File: config.mk
export PLATFORM = sky130hd
export DESIGN_NAME = morse_block_translator_flat
export DESIGN_NICKNAME = d
export VERILOG_FILES = /design/src/rtl/morse_block_translator_if.sv /design/src/rtl/morse_block_translator.sv /design/src/flat_wrapper.sv
export SDC_FILE = /design/constraint.sdc
export NUM_CORES = 1
export LEC_CHECK = 0
export CELL_PAD_IN_SITES_DETAIL_PLACEMENT = 0
export CELL_PAD_IN_SITES_GLOBAL_PLACEMENT = 1
export CORE_AREA = 2 2 95 97
export DETAILED_ROUTE_END_ITERATION = 16
export DIE_AREA = 0 0 97 99
export GPL_ROUTABILITY_DRIVEN = 0
export PLACE_DENSITY = 0.87
export SETUP_SLACK_MARGIN = 0.5
export SLEW_MARGIN = 10
export SYNTH_ARGS = -nofsm -noshare
export SYNTH_HDL_FRONTEND = slang
export SYNTH_SLANG_ARGS = --single-unit
File: constraint.sdc
create_clock -name clk -period 4 [get_ports clk]
set_clock_uncertainty 0.2 [all_clocks]
set_input_delay 0.4 -clock clk [delete_from_list [all_inputs] [get_ports clk]]
set_output_delay 0.4 -clock clk [all_outputs]
set_load 0.02 [all_outputs]
File: src/rtl/morse_block_translator_if.sv
// Handshake bundle between storage, translator and transmitter.
// master: storage/transmitter side; slave: the translator.
interface morse_block_translator_if #(
  parameter int N = 3
);
  logic [N*10-1:0] sequences;
  logic            storage_sent;
  logic            tx_ack;
  logic [N*8-1:0]  translated_characters;
  logic [N-1:0]    invalid_mask;
  logic            transmit;
  logic            busy;
  logic            overrun;

  modport master (
    output sequences,
    output storage_sent,
    output tx_ack,
    input  translated_characters,
    input  invalid_mask,
    input  transmit,
    input  busy,
    input  overrun
  );

  modport slave (
    input  sequences,
    input  storage_sent,
    input  tx_ack,
    output translated_characters,
    output invalid_mask,
    output transmit,
    output busy,
    output overrun
  );
endinterface

File: src/rtl/morse_block_translator.sv
// Block Morse translator: captures NUM_CHARS 10-bit sequences,
// decodes one slot per clock to ASCII, then raises transmit.
// Ports: clk, rst (sync, active high), bus (slave modport):
//   sequences/storage_sent/tx_ack in;
//   translated_characters/invalid_mask/transmit/busy/overrun out.
module morse_block_translator #(
  parameter int         NUM_CHARS = 3,
  parameter bit         ACK_MODE  = 1'b1,
  parameter logic [7:0] ERR_CHAR  = 8'h3F
) (
  input logic                     clk,
  input logic                     rst,
  morse_block_translator_if.slave bus
);

  localparam int IW = (NUM_CHARS > 1) ? $clog2(NUM_CHARS) : 1;
  localparam logic [IW-1:0] LAST = IW'(NUM_CHARS - 1);

  typedef enum logic [1:0] {
    IDLE,
    DECODE,
    DONE
  } state_e;

  state_e                 state_q, state_d;
  logic [IW-1:0]          idx_q, idx_d;
  logic [NUM_CHARS*10-1:0] seq_q, seq_d;
  logic [NUM_CHARS*8-1:0] chars_q, chars_d;
  logic [NUM_CHARS-1:0]   mask_q, mask_d;
  logic                   tx_q, tx_d;
  logic                   ovr_q, ovr_d;
  logic [9:0]             slot;
  logic [8:0]             dec;

  // Returns {error, ascii}. Only exact, pad-terminated ITU
  // patterns match, so illegal symbols and data-after-pad
  // fall through to the error default.
  function automatic logic [8:0] decode(input logic [9:0] s);
    logic [8:0] r;
    r = {1'b1, ERR_CHAR};
    case (s)
      10'b11_11_11_11_11: r = {1'b0, 8'h00};
      10'b00_01_11_11_11: r = {1'b0, 8'h41};
      10'b01_00_00_00_11: r = {1'b0, 8'h42};
      10'b01_00_01_00_11: r = {1'b0, 8'h43};
      10'b01_00_00_11_11: r = {1'b0, 8'h44};
      10'b00_11_11_11_11: r = {1'b0, 8'h45};
      10'b00_00_01_00_11: r = {1'b0, 8'h46};
      10'b01_01_00_11_11: r = {1'b0, 8'h47};
      10'b00_00_00_00_11: r = {1'b0, 8'h48};
      10'b00_00_11_11_11: r = {1'b0, 8'h49};
      10'b00_01_01_01_11: r = {1'b0, 8'h4A};
      10'b01_00_01_11_11: r = {1'b0, 8'h4B};
      10'b00_01_00_00_11: r = {1'b0, 8'h4C};
      10'b01_01_11_11_11: r = {1'b0, 8'h4D};
      10'b01_00_11_11_11: r = {1'b0, 8'h4E};
      10'b01_01_01_11_11: r = {1'b0, 8'h4F};
      10'b00_01_01_00_11: r = {1'b0, 8'h50};
      10'b01_01_00_01_11: r = {1'b0, 8'h51};
      10'b00_01_00_11_11: r = {1'b0, 8'h52};
      10'b00_00_00_11_11: r = {1'b0, 8'h53};
      10'b01_11_11_11_11: r = {1'b0, 8'h54};
      10'b00_00_01_11_11: r = {1'b0, 8'h55};
      10'b00_00_00_01_11: r = {1'b0, 8'h56};
      10'b00_01_01_11_11: r = {1'b0, 8'h57};
      10'b01_00_00_01_11: r = {1'b0, 8'h58};
      10'b01_00_01_01_11: r = {1'b0, 8'h59};
      10'b01_01_00_00_11: r = {1'b0, 8'h5A};
      10'b01_01_01_01_01: r = {1'b0, 8'h30};
      10'b00_01_01_01_01: r = {1'b0, 8'h31};
      10'b00_00_01_01_01: r = {1'b0, 8'h32};
      10'b00_00_00_01_01: r = {1'b0, 8'h33};
      10'b00_00_00_00_01: r = {1'b0, 8'h34};
      10'b00_00_00_00_00: r = {1'b0, 8'h35};
      10'b01_00_00_00_00: r = {1'b0, 8'h36};
      10'b01_01_00_00_00: r = {1'b0, 8'h37};
      10'b01_01_01_00_00: r = {1'b0, 8'h38};
      10'b01_01_01_01_00: r = {1'b0, 8'h39};
      default:            r = {1'b1, ERR_CHAR};
    endcase
    return r;
  endfunction

  always_comb begin
    slot = '1;
    for (int i = 0; i < NUM_CHARS; i++) begin
      if (idx_q == IW'(i)) begin
        slot = seq_q[(NUM_CHARS-1-i)*10 +: 10];
      end
    end
  end

  assign dec = decode(slot);

  always_comb begin
    state_d = state_q;
    idx_d   = idx_q;
    seq_d   = seq_q;
    chars_d = chars_q;
    mask_d  = mask_q;
    tx_d    = tx_q;
    ovr_d   = ovr_q;
    if (bus.storage_sent && state_q != IDLE) begin
      ovr_d = 1'b1;
    end
    unique case (state_q)
      IDLE: begin
        if (bus.storage_sent) begin
          seq_d   = bus.sequences;
          chars_d = '0;
          mask_d  = '0;
          idx_d   = '0;
          state_d = DECODE;
        end
      end
      DECODE: begin
        for (int i = 0; i < NUM_CHARS; i++) begin
          if (idx_q == IW'(i)) begin
            chars_d[(NUM_CHARS-1-i)*8 +: 8] = dec[7:0];
            mask_d[NUM_CHARS-1-i] = dec[8];
          end
        end
        idx_d = idx_q + 1'b1;
        if (idx_q == LAST) begin
          idx_d   = '0;
          tx_d    = 1'b1;
          state_d = DONE;
        end
      end
      DONE: begin
        if (!ACK_MODE || bus.tx_ack) begin
          tx_d    = 1'b0;
          state_d = IDLE;
        end
      end
      default: state_d = IDLE;
    endcase
  end

  always_ff @(posedge clk) begin
    if (rst) begin
      state_q <= IDLE;
      idx_q   <= '0;
      seq_q   <= '0;
      chars_q <= '0;
      mask_q  <= '0;
      tx_q    <= 1'b0;
      ovr_q   <= 1'b0;
    end else begin
      state_q <= state_d;
      idx_q   <= idx_d;
      seq_q   <= seq_d;
      chars_q <= chars_d;
      mask_q  <= mask_d;
      tx_q    <= tx_d;
      ovr_q   <= ovr_d;
    end
  end

  assign bus.translated_characters = chars_q;
  assign bus.invalid_mask          = mask_q;
  assign bus.transmit              = tx_q;
  assign bus.busy                  = (state_q != IDLE);
  assign bus.overrun               = ovr_q;

endmodule
File: src/flat_wrapper.sv
// flat-port wrapper written by rule: the top's interface ports become plain ports
module morse_block_translator_flat 
#(
  parameter int         NUM_CHARS = 3,
  parameter bit         ACK_MODE  = 1'b1,
  parameter logic [7:0] ERR_CHAR  = 8'h3F
)
  (clk, rst, bus_sequences, bus_storage_sent, bus_tx_ack, bus_translated_characters, bus_invalid_mask, bus_transmit, bus_busy, bus_overrun);
  morse_block_translator_if bus_i ();
  input logic clk;
  input logic rst;
  input wire logic [$bits(bus_i.sequences)-1:0] bus_sequences;
  input wire logic [$bits(bus_i.storage_sent)-1:0] bus_storage_sent;
  input wire logic [$bits(bus_i.tx_ack)-1:0] bus_tx_ack;
  output wire logic [$bits(bus_i.translated_characters)-1:0] bus_translated_characters;
  output wire logic [$bits(bus_i.invalid_mask)-1:0] bus_invalid_mask;
  output wire logic [$bits(bus_i.transmit)-1:0] bus_transmit;
  output wire logic [$bits(bus_i.busy)-1:0] bus_busy;
  output wire logic [$bits(bus_i.overrun)-1:0] bus_overrun;
  assign bus_i.sequences = bus_sequences;
  assign bus_i.storage_sent = bus_storage_sent;
  assign bus_i.tx_ack = bus_tx_ack;
  assign bus_translated_characters = bus_i.translated_characters;
  assign bus_invalid_mask = bus_i.invalid_mask;
  assign bus_transmit = bus_i.transmit;
  assign bus_busy = bus_i.busy;
  assign bus_overrun = bus_i.overrun;
  morse_block_translator #(.NUM_CHARS(NUM_CHARS), .ACK_MODE(ACK_MODE), .ERR_CHAR(ERR_CHAR)) u_core (.clk(clk), .rst(rst), .bus(bus_i));
endmodule
* After elaboration in Yosys (flattened, before gate mapping)
Cells that the tools add are included.
** Cells by class
- $add $sub $neg :: 1
- Reduce and logical (&&, ||, !) cells :: 14
- Eq/ne operators :: 45
- Muxes and demuxes :: 24
** Operators with widths (count)
- case mux 9 bit (37 select lines) :: 1
- equality test 10 x 9 -> 1 bit (second input constant) :: 18
- equality test 10 x 7 -> 1 bit (second input constant) :: 7
- case mux 24 bit (2 select lines) :: 1
- equality test 10 x 5 -> 1 bit (second input constant) :: 3
- 2-to-1 mux 10 bit :: 3
- 2-to-1 mux 24 bit :: 1
- 2-to-1 mux 8 bit :: 3
- equality test 10 x 3 -> 1 bit (second input constant) :: 2
- AND reduction 3 bit :: 5
- equality test 10 x 1 -> 1 bit (second input constant) :: 1
- equality test 10 bit (second input constant) :: 1
- equality test 10 x 2 -> 1 bit (second input constant) :: 1
- equality test 10 x 4 -> 1 bit (second input constant) :: 1
- equality test 10 x 6 -> 1 bit (second input constant) :: 1
- equality test 10 x 8 -> 1 bit (second input constant) :: 1
- zero test 10 bit :: 1
- 2-to-1 mux 2 bit :: 5
- != test 2 x 1 -> 1 bit (second input constant) :: 3
- case mux 2 bit (3 select lines) :: 1
- case mux 3 bit (2 select lines) :: 1
- nonzero test 2 bit :: 3
- 2-to-1 mux 1 bit :: 5
- equality test 2 x 1 -> 1 bit (second input constant) :: 2
- 9 further kinds :: 13
** Storage, ports and cells
- Register bits after elaboration :: 63

* Logic depth before layout (Yosys ltp)
Gate-level depths: netlist of the first run.
- Depth after elaboration :: 8
- Gate-level depth with buffers :: 12
- Depth with buffers taken out :: 8

* Worst setup path after synthesis of the first run
No wires, ideal clock.
- Kind :: flip-flop to flip-flop
- Start :: register u_core.idx_q[0]
- End :: register u_core.chars_q[2] (netlist: u_core.bus.translated_characters[2])
- Data required time :: 3.678 ns
- Buffers on the path :: 4
- Setup slack :: 0.953 ns
- Period minus slack after synthesis :: 3.047 ns
- Arrival :: 2.726 ns
- Cell stages (with the launch flop) :: 13
- Cells stage by stage :: dfxtp_1 buf_6 mux2_4 o22a_1 buf_6 or4_1 buf_2 nor4_2 a31oi_1 and3_4 buf_6 and3_1 a221o_1
** Between the ends
- Longest elaborated chain between the ends :: 8
** Ends and longest elaborated chain
- from (decl) :: RTL line morse_block_translator.sv:26 : logic [IW-1:0] idx_q, idx_d;
- from (signal assigned) :: RTL line morse_block_translator.sv:151 : idx_q <= idx_d;
- zero test 2 bit :: RTL line morse_block_translator.sv:87 : if (idx_q == IW'(i)) begin
- 2-to-1 mux 10 bit (3 in a row) :: RTL line morse_block_translator.sv:87
- equality test 10 x 9 -> 1 bit, or another cell as far along :: RTL line morse_block_translator.sv:41 : case (s)
- case mux 9 bit (37 select lines) :: RTL line morse_block_translator.sv:41
- 2-to-1 mux 8 bit :: RTL line morse_block_translator.sv:118 : if (idx_q == IW'(i)) begin
- case mux 24 bit (2 select lines) :: RTL line morse_block_translator.sv:106 : unique case (state_q)
- to (signal assigned) :: RTL line morse_block_translator.sv:153 : chars_q <= chars_d;
- to (decl) :: RTL line morse_block_translator.sv:28 : logic [NUM_CHARS*8-1:0] chars_q, chars_d;
Several ways; a longest one is shown, not always the timed one. The select of a mux whose other input is x is not followed.
A chain may end at the register's enable or synchronous reset.

* Worst setup path in the final report of the first run
- Start :: register u_core.idx_q[0]
- End :: register u_core.chars_q[12] (netlist: u_core.bus.translated_characters[12])
The elaborated chain is that of the path after synthesis.

==> results of run 1 <==
==> registers in the layout, summed over array words and instances, names as in the netlist <==
signal / flops
u_core.seq_q: 30
u_core.bus.translated_characters: 21
u_core.bus.invalid_mask: 3
u_core.idx_q: 2
u_core.state_q: 2
u_core.bus.overrun: 1
u_core.bus.transmit: 1
==> tightest hold or removal path, stage by stage, from the launching register on <==
cell and delay [ns]:
sky130_fd_sc_hd__dfxtp_1 0.31, sky130_fd_sc_hd__nand2_1 0.05, sky130_fd_sc_hd__nand2_1 0.04
==> repair_timing <==
| action | 4_1_cts | 5_1_grt |
|---|---|---|
| setup endpoints to repair | 12 | 6 |
| pin swaps | 0 | 0 |
| gates resized for setup | 2 | 1 |
| gates cloned | 0 | 0 |
==> metrics by stage <==
stage	setup slack, ns	power [mW]
2_1_floorplan	0.953	0.856
3_3_place_gp	0.451	0.966
3_5_place_dp	0.347	0.968
4_1_cts	0.579	1.59
5_1_grt	0.530	1.65
6_report	0.654	1.59
==> worst max path at each step <==
stage	start	to	slack, ns
after floorplan	u_core.idx_q[0]$_SDFFE_PP0P_	u_core.bus.translated_characters[2]$_SDFFE_PP0P_	0.95
after global placement	u_core.idx_q[0]$_SDFFE_PP0P_	u_core.bus.translated_characters[12]$_SDFFE_PP0P_	0.45
after detailed placement	u_core.idx_q[0]$_SDFFE_PP0P_	u_core.bus.translated_characters[10]$_SDFFE_PP0P_	0.35
after CTS	u_core.idx_q[0]$_SDFFE_PP0P_	u_core.bus.translated_characters[12]$_SDFFE_PP0P_	0.58
after global routing	u_core.idx_q[0]$_SDFFE_PP0P_	u_core.bus.translated_characters[10]$_SDFFE_PP0P_	0.53
final	u_core.idx_q[0]$_SDFFE_PP0P_	u_core.bus.translated_characters[12]$_SDFFE_PP0P_	0.65
==> where the power goes <==
group | internal (mW) | switching [mW] | total [mW]
Combinational | 0.135 | 0.179 | 0.314
Clock | 0.387 | 0.239 | 0.625
Sequential | 0.625 | 0.0220 | 0.647
Total | 1.15 | 0.439 | 1.59
==> final cells by class <==
type / instances / area share
Inverter: 3 / 0.00278
Clock inverter: 3 / 0.0170
Multi-Input combinational cell: 319 / 0.433
Sequential cell: 60 / 0.298
Clock buffer: 13 / 0.0393
Tap cell: 108 / 0.0334
Timing Repair Buffer: 75 / 0.176
==> placed cells by master, fill, tap and decap left out, drive strengths merged, types with 4 or more instances in the layout <==
master / Yosys / layout
a21oi: 38 / 38
a221o: 6 / 6
a31oi: 4 / 4
and3: 5 / 5
buf: 14 / 15
clkbuf: 16 / 13
clkdlybuf4s50: 0 / 60
dfxtp: 60 / 60
mux2: 9 / 9
nand2: 90 / 90
nand2b: 6 / 6
nand3: 18 / 18
nand4: 8 / 8
nor2: 34 / 34
nor3: 18 / 18
nor4: 8 / 8
o211ai: 9 / 9
o21ai: 13 / 13
o22a: 9 / 9
o22ai: 9 / 9
or4: 5 / 5
==> cells by family (layout without fill, tap and decap cells) <==
| family | after synthesis | in the layout | share of synthesized area |
|---|---|---|---|
| buffers and inverters | 33 | 94 | 0.0527 |
| XOR/XNOR | 2 | 2 | 0.00564 |
| multiplexers | 12 | 12 | 0.0435 |
| AO/OA/AOI/OAI | 100 | 100 | 0.208 |
| other | 1 | 3 | 0.00121 |
| flip-flops | 60 | 60 | 0.386 |
| AND/OR/NAND/NOR | 202 | 202 | 0.303 |
==> per-layer routing <==
metal | GRT usage | vias to the layer above | routed length, um
met4 | 0.0639 | 0 | 237
li1 | - | 1598 | -
met5 | 0 | - | 0
met2 | 0.296 | 157 | 4010
met3 | 0.0539 | 31 | 621
met1 | 0.211 | 1467 | 3690
==> metrics.md, run 1 <==
| Metric | Value |
|---|---|
| Multi-input combinational cell area | 0.00175 mm2 |
| Power per standard cell area | 392 mW/mm2 |
| Maximum number of pins on one net before global-route repair | 31 |
| Number of antenna repair diodes | 0 |
| Count of hold buffers inserted by post-cts repair | 0 |
| 1st-pass router iterations | 6 |
| Number of DRC markers after the initial detailed-route iteration | 400 |
| Largest delay contributor family on the critical path | compound AO/OA/AOI/OAI gates |
| # Post-CTS Setup Buffers | 0 |
| Chip width | 97 um |
| Number of cells on the critical path | 9 |
| Largest stage delay, worst path | 0.71 ns |
| Number of primary I/O pins | 64 |
| Layout filler cell count | 869 |
| Storage cell area | 0.00121 mm2 |
| Number of port buffers | 60 |
| Worst R2R Setup Slack | 0.65 ns |
| Sequential cell area fraction in the yosys report | 0.386 |
| Effective utilization at floorplan | 0.363 |
| GR Util All Layers | 0.175 |
| Library cell with the highest instance count after synthesis | sky130_fd_sc_hd__nand2_1 |
| Launching point of the worst reg2reg path | u_core.idx_q[0]$_SDFFE_PP0P_ |
| Final hold slack | 0.239 ns |
| TritonCTS clock tree | done |
| Final number of setup-violating endpoints | 0 |
| Peak supply drop | 159 uV |
| Post-Synthesis Cell Area | 0.00311 mm2 |
| Most numerous cell types in the synthesized netlist | sky130_fd_sc_hd__nand2_1 (90), sky130_fd_sc_hd__dfxtp_1 (60), sky130_fd_sc_hd__a21oi_1 (38), sky130_fd_sc_hd__nor2_1 (34) |
| Clock slew seen by the registers of the worst setup and hold paths | 0.07 ns |
| Maximum achievable frequency | 299 MHz |
| Dpl cell area | 0.00381 mm2 |
| Overflow after GRT | 0 |
| Inserted Clock Buffers | 9 |
| Post-detailed-routing wire length | 8.56 mm |
| Hold-critical path depth | 2 |
| H-tree depth | 3 |
| Syn avg cell area | 7.58 um2 |
| Post-synth EDFFs | 0 |
| Synth warnings | 0 |
| Number of cells traversed by the worst register-to-register path | 9 |
| Ordered list of cells on the worst path | mux2_1, o22a_1, or4_1, o22ai_1, a32o_1, nor4_1, buf_4, and3_1, a221o_1 |
| Pin slew with the least headroom to its limit | 0.987 ns |
| Buffer depth of the longest clock path | 2 |
| Die boundary height | 99 um |
| Share of post-route cells with drive strength above 1 | 0.0909 |
| Layout overhead on the synthesized area | 30.1% |
| Startpoint of the most critical hold path | u_core.bus.invalid_mask[2]$_SDFFE_PP0P_ |
| Synth unique cells | 50 |
| Standard cell core area | 0.00855 mm2 |
| Post-synth top area cell | sky130_fd_sc_hd__dfxtp_1 |
| Total Neg Setup Slack | 0 ns |
| Root buf cell | sky130_fd_sc_hd__clkbuf_8 |
| Number of buffer and inverter stages on the critical path | 1 |
| Filler-free cell count of the finished design | 581 |
| Register bit count reported by yosys | 60 |
| Worst reg2reg path endpoint | u_core.bus.translated_characters[12]$_SDFFE_PP0P_ |
| Synth area leaders | sky130_fd_sc_hd__dfxtp_1 (39%), sky130_fd_sc_hd__nand2_1 (11%), sky130_fd_sc_hd__a21oi_1 (6.1%) |
| Insertion delay to the later sink of the worst-skew pair | 0.34 ns |
| Critical path arrival | 3.37 ns |
| Drc violations | 0 |
| Final Hold Vio Count | 0 |
| Via count of the first global-routing pass | 2949 |
| Number of instances in the placed design | 565 |
| Detail-routed net length per standard cell | 14.7 um |
| Setup CP Type | reg -> reg |
| Post-layout net count | 502 |
| Number of pins exceeding their max-slew limit in the final report | 0 |
| Largest fanout of any net on the critical path | 21 |
| Normalized max-slew margin | 0.337 |
| Startpoint type of the worst setup path | register |
| Share of synthesized flip-flops with an asynchronous set or reset | 0 |
| Unrepaired setup endpoints after global routing | no |
| Fraction of synthesized cell area taken by the top area cell type | 0.386 |
| Placed wire-length estimate after detailed placement | 6.44 mm |
| Final std cell area, no fill | 0.00404 mm2 |
| Required time at the worst-slack endpoint | 4.02 ns |
| Critical path capture point type | register |
| Sink Count | 60 |
| Antenna violations before repair | 0 |
| Syn Inst Count | 410 |
| Total of max-cap violations | 0 |
| Total number of vias | 3253 |
| Antenna Nets Post-Route | 0 |
| Result of the run | complete, no violations |
| Row count | 34 |
| Critical-path cell with the highest stage delay | sky130_fd_sc_hd__or4_1 |
| P_leak | 1.44 nW |
| Hold Path Class | reg -> reg |
| Fin util | 0.473 |
| Dominant synthesized flop cell | sky130_fd_sc_hd__dfxtp_1 |
| Min-Delay Endpoint | u_core.bus.invalid_mask[2]$_SDFFE_PP0P_ |
| Vias per std cell | 5.60 |
| Final cycle utilization of the critical path | 0.836 |
| First-pass GRT wire length | 13.8 mm |
| Total Die Area | 0.00960 mm2 |
| Shortest period the worst path allows | 3.35 ns |
No activity file was read; power rests on OpenSTA's default activity.
==> run 2: changes to the inputs <==
Clock period 4 ns to 3.4 ns, I/O delays scaled along.
==> run 2 against run 1 <==
Cell area increased by 9.0%. Global-route usage increased by 1.1 points. Core utilization increased by 4.3 points. Clock power increased by 1%. Register-to-register slack got worse by 0.23 ns. Total power increased by 17%. Combinational power increased by 46%. Wire length increased by 4.7%. Count of clock-buffer cells in the layout decreased by 3. Sequential power increased by 17%. Critical endpoint unchanged. Largest cell class unchanged. Largest power group unchanged. Highest routed layer unchanged.
==> metrics.md, run 2 (same netlist as run 1, synthesis figures left out) <==
| Metric | Value |
|---|---|
| Via count of the first global-routing pass | 3204 |
| Startpoint type of the worst setup path | register |
| Unrepaired setup endpoints after global routing | yes |
| Critical path capture point type | register |
| Most flop-heavy register | u_core.seq_q |
| Final total power | 1.85 mW |
| Most common cell after layout, fill and taps aside | sky130_fd_sc_hd__nand2_1 |
| Multi-input combinational cell area | 0.00189 mm2 |
| Buffer depth of the longest clock path | 2 |
| Number of flip-flops in the largest register | 30 |
| Row count | 34 |
| Required time at the worst-slack endpoint | 3.42 ns |
| Final hold slack | 0.242 ns |
| Maximum achievable frequency | 336 MHz |
| Setup CP Type | reg -> reg |
| H-tree depth | 3 |
| Critical path arrival | 3.00 ns |
| Clock slew seen by the registers of the worst setup and hold paths | 0.07 ns |
| Number of buffer and inverter stages on the critical path | 2 |
| Maximum number of pins on one net before global-route repair | 33 |
| Detail-routed net length per standard cell | 14.6 um |
| Hold Path Class | reg -> reg |
| Final Hold Vio Count | 0 |
| Number of port buffers | 60 |
| Share of post-route cells with drive strength above 1 | 0.202 |
| Total Neg Setup Slack | 0 ns |
| Post-detailed-routing wire length | 8.96 mm |
| Standard cell core area | 0.00855 mm2 |
| Storage cell area | 0.00121 mm2 |
| Number of antenna repair diodes | 0 |
| Filler-free cell count of the finished design | 614 |
| 1st-pass router iterations | 6 |
| Die boundary height | 99 um |
| Effective utilization at floorplan | 0.363 |
| Antenna violations before repair | 0 |
| Sink Count | 60 |
| Power per standard cell area | 419 mW/mm2 |
| GR Util All Layers | 0.186 |
| Largest delay contributor family on the critical path | simple AND/OR/NAND/NOR gates |
| Overflow after GRT | 0 |
| Total number of vias | 3413 |
| Number of instances in the placed design | 578 |
| Shortest period the worst path allows | 2.97 ns |
| Post-layout net count | 535 |
| Number of pins exceeding their max-slew limit in the final report | 0 |
| Largest stage delay, worst path | 0.40 ns |
| Antenna Nets Post-Route | 0 |
| Result of the run | complete, no violations |
| Drc violations | 0 |
| Layout overhead on the synthesized area | 41.9% |
| First-pass GRT wire length | 14.8 mm |
| Final number of setup-violating endpoints | 0 |
| P_leak | 1.63 nW |
| Final cycle utilization of the critical path | 0.875 |
| Insertion delay to the later sink of the worst-skew pair | 0.34 ns |
| Inserted Clock Buffers | 9 |
| Layout filler cell count | 818 |
| Critical-path cell with the highest stage delay | sky130_fd_sc_hd__nor2_1 |
| Peak supply drop | 175 uV |
| Normalized max-slew margin | 0.379 |
| Vias per std cell | 5.56 |
| Largest fanout of any net on the critical path | 9 |
| TritonCTS clock tree | done |
| Placed wire-length estimate after detailed placement | 6.53 mm |
| Count of hold buffers inserted by post-cts repair | 0 |
| Root buf cell | sky130_fd_sc_hd__clkbuf_8 |
| Pin slew with the least headroom to its limit | 0.929 ns |
| Total Die Area | 0.00960 mm2 |
| Chip width | 97 um |
| Fin util | 0.516 |
| Number of DRC markers after the initial detailed-route iteration | 327 |
| Ordered list of cells on the worst path | buf_6, mux2_2, o22a_1, nor2_1, nand4_1, o211ai_1, nor4_2, buf_4, and3_4, a221o_1 |
| Leading cell types in the layout, fill and taps excluded | sky130_fd_sc_hd__nand2_1 (90), sky130_fd_sc_hd__clkdlybuf4s50_1 (60), sky130_fd_sc_hd__dfxtp_1 (58) |
| Number of primary I/O pins | 64 |
| Total of max-cap violations | 0 |
-- run 2: cell count changes in the layout (fill, tap and decap cells not counted), sizes merged --
cell      delta
clkinvlp     +2
buf         +33
bufinv       -1
clkbuf       -3
clkinv       +1
inv          +1
-- run 2: path summary, 6_finish.rpt --
| check | end | slack [ns] | from | cells after the start |
|---|---|---|---|---|
| worst min-delay path | u_core.bus.invalid_mask[0]$_SDFFE_PP0P_ | 0.24 | u_core.bus.invalid_mask[0]$_SDFFE_PP0P_ | 2 |
| worst max-delay path | u_core.bus.translated_characters[12]$_SDFFE_PP0P_ | 0.43 | u_core.idx_q[0]$_SDFFE_PP0P_ | 10 |
| worst min register to register | u_core.bus.invalid_mask[0]$_SDFFE_PP0P_ | 0.24 | u_core.bus.invalid_mask[0]$_SDFFE_PP0P_ | 2 |
| worst max register to register | u_core.bus.translated_characters[12]$_SDFFE_PP0P_ | 0.43 | u_core.idx_q[0]$_SDFFE_PP0P_ | 10 |
-- run 2: stage by stage --
step / setup slack (ns) / instance area [um2]
after floorplan: 0.487 / 3150
after global placement: 0.312 / 3930
after detailed placement: 0.231 / 3930
after CTS: 0.472 / 4270
after global routing: 0.371 / 4410
final: 0.425 / 4410
-- run 2: final cells by class --
type,instances,share of cell area
clock buffer,10,0.0289
clock inverter,6,0.0145
inverter,3,0.00255
multi-input combinational,319,0.428
sequential,60,0.274
tap,108,0.0306
timing repair buffer,108,0.222
-- run 2: power breakdown --
group	internal (mW)	leakage [nW]	switching [mW]
logic	0.218	1.04	0.241
clock network	0.338	0.0927	0.294
registers	0.735	0.490	0.0224
-- run 2: worst reg2reg max path: stages (launching register included) --
cell,delay [ns]
sky130_fd_sc_hd__dfxtp_4,0.38
sky130_fd_sc_hd__buf_6,0.11
sky130_fd_sc_hd__mux2_2,0.34
sky130_fd_sc_hd__o22a_1,0.32
sky130_fd_sc_hd__nor2_1,0.40
sky130_fd_sc_hd__nand4_1,0.20
sky130_fd_sc_hd__o211ai_1,0.21
sky130_fd_sc_hd__nor4_2,0.10
sky130_fd_sc_hd__buf_4,0.17
sky130_fd_sc_hd__and3_4,0.18
sky130_fd_sc_hd__a221o_1,0.26
-- run 2: per-layer routing --
metal  track usage  share of wire
met1         0.225           0.43
met2         0.318           0.47
met3        0.0461          0.067
met4        0.0780          0.034
met5             0              0
-- run 2: timing repair --
| item | 4_1_cts | 5_1_grt |
|---|---|---|
| setup buffers | 11 | 9 |
| setup endpoints to repair | 22 | 24 |
| resized for setup | 16 | 18 |
| hold endpoints to repair | 0 | 0 |
| cloned | 0 | 0 |
| pin swaps | 7 | 3 |
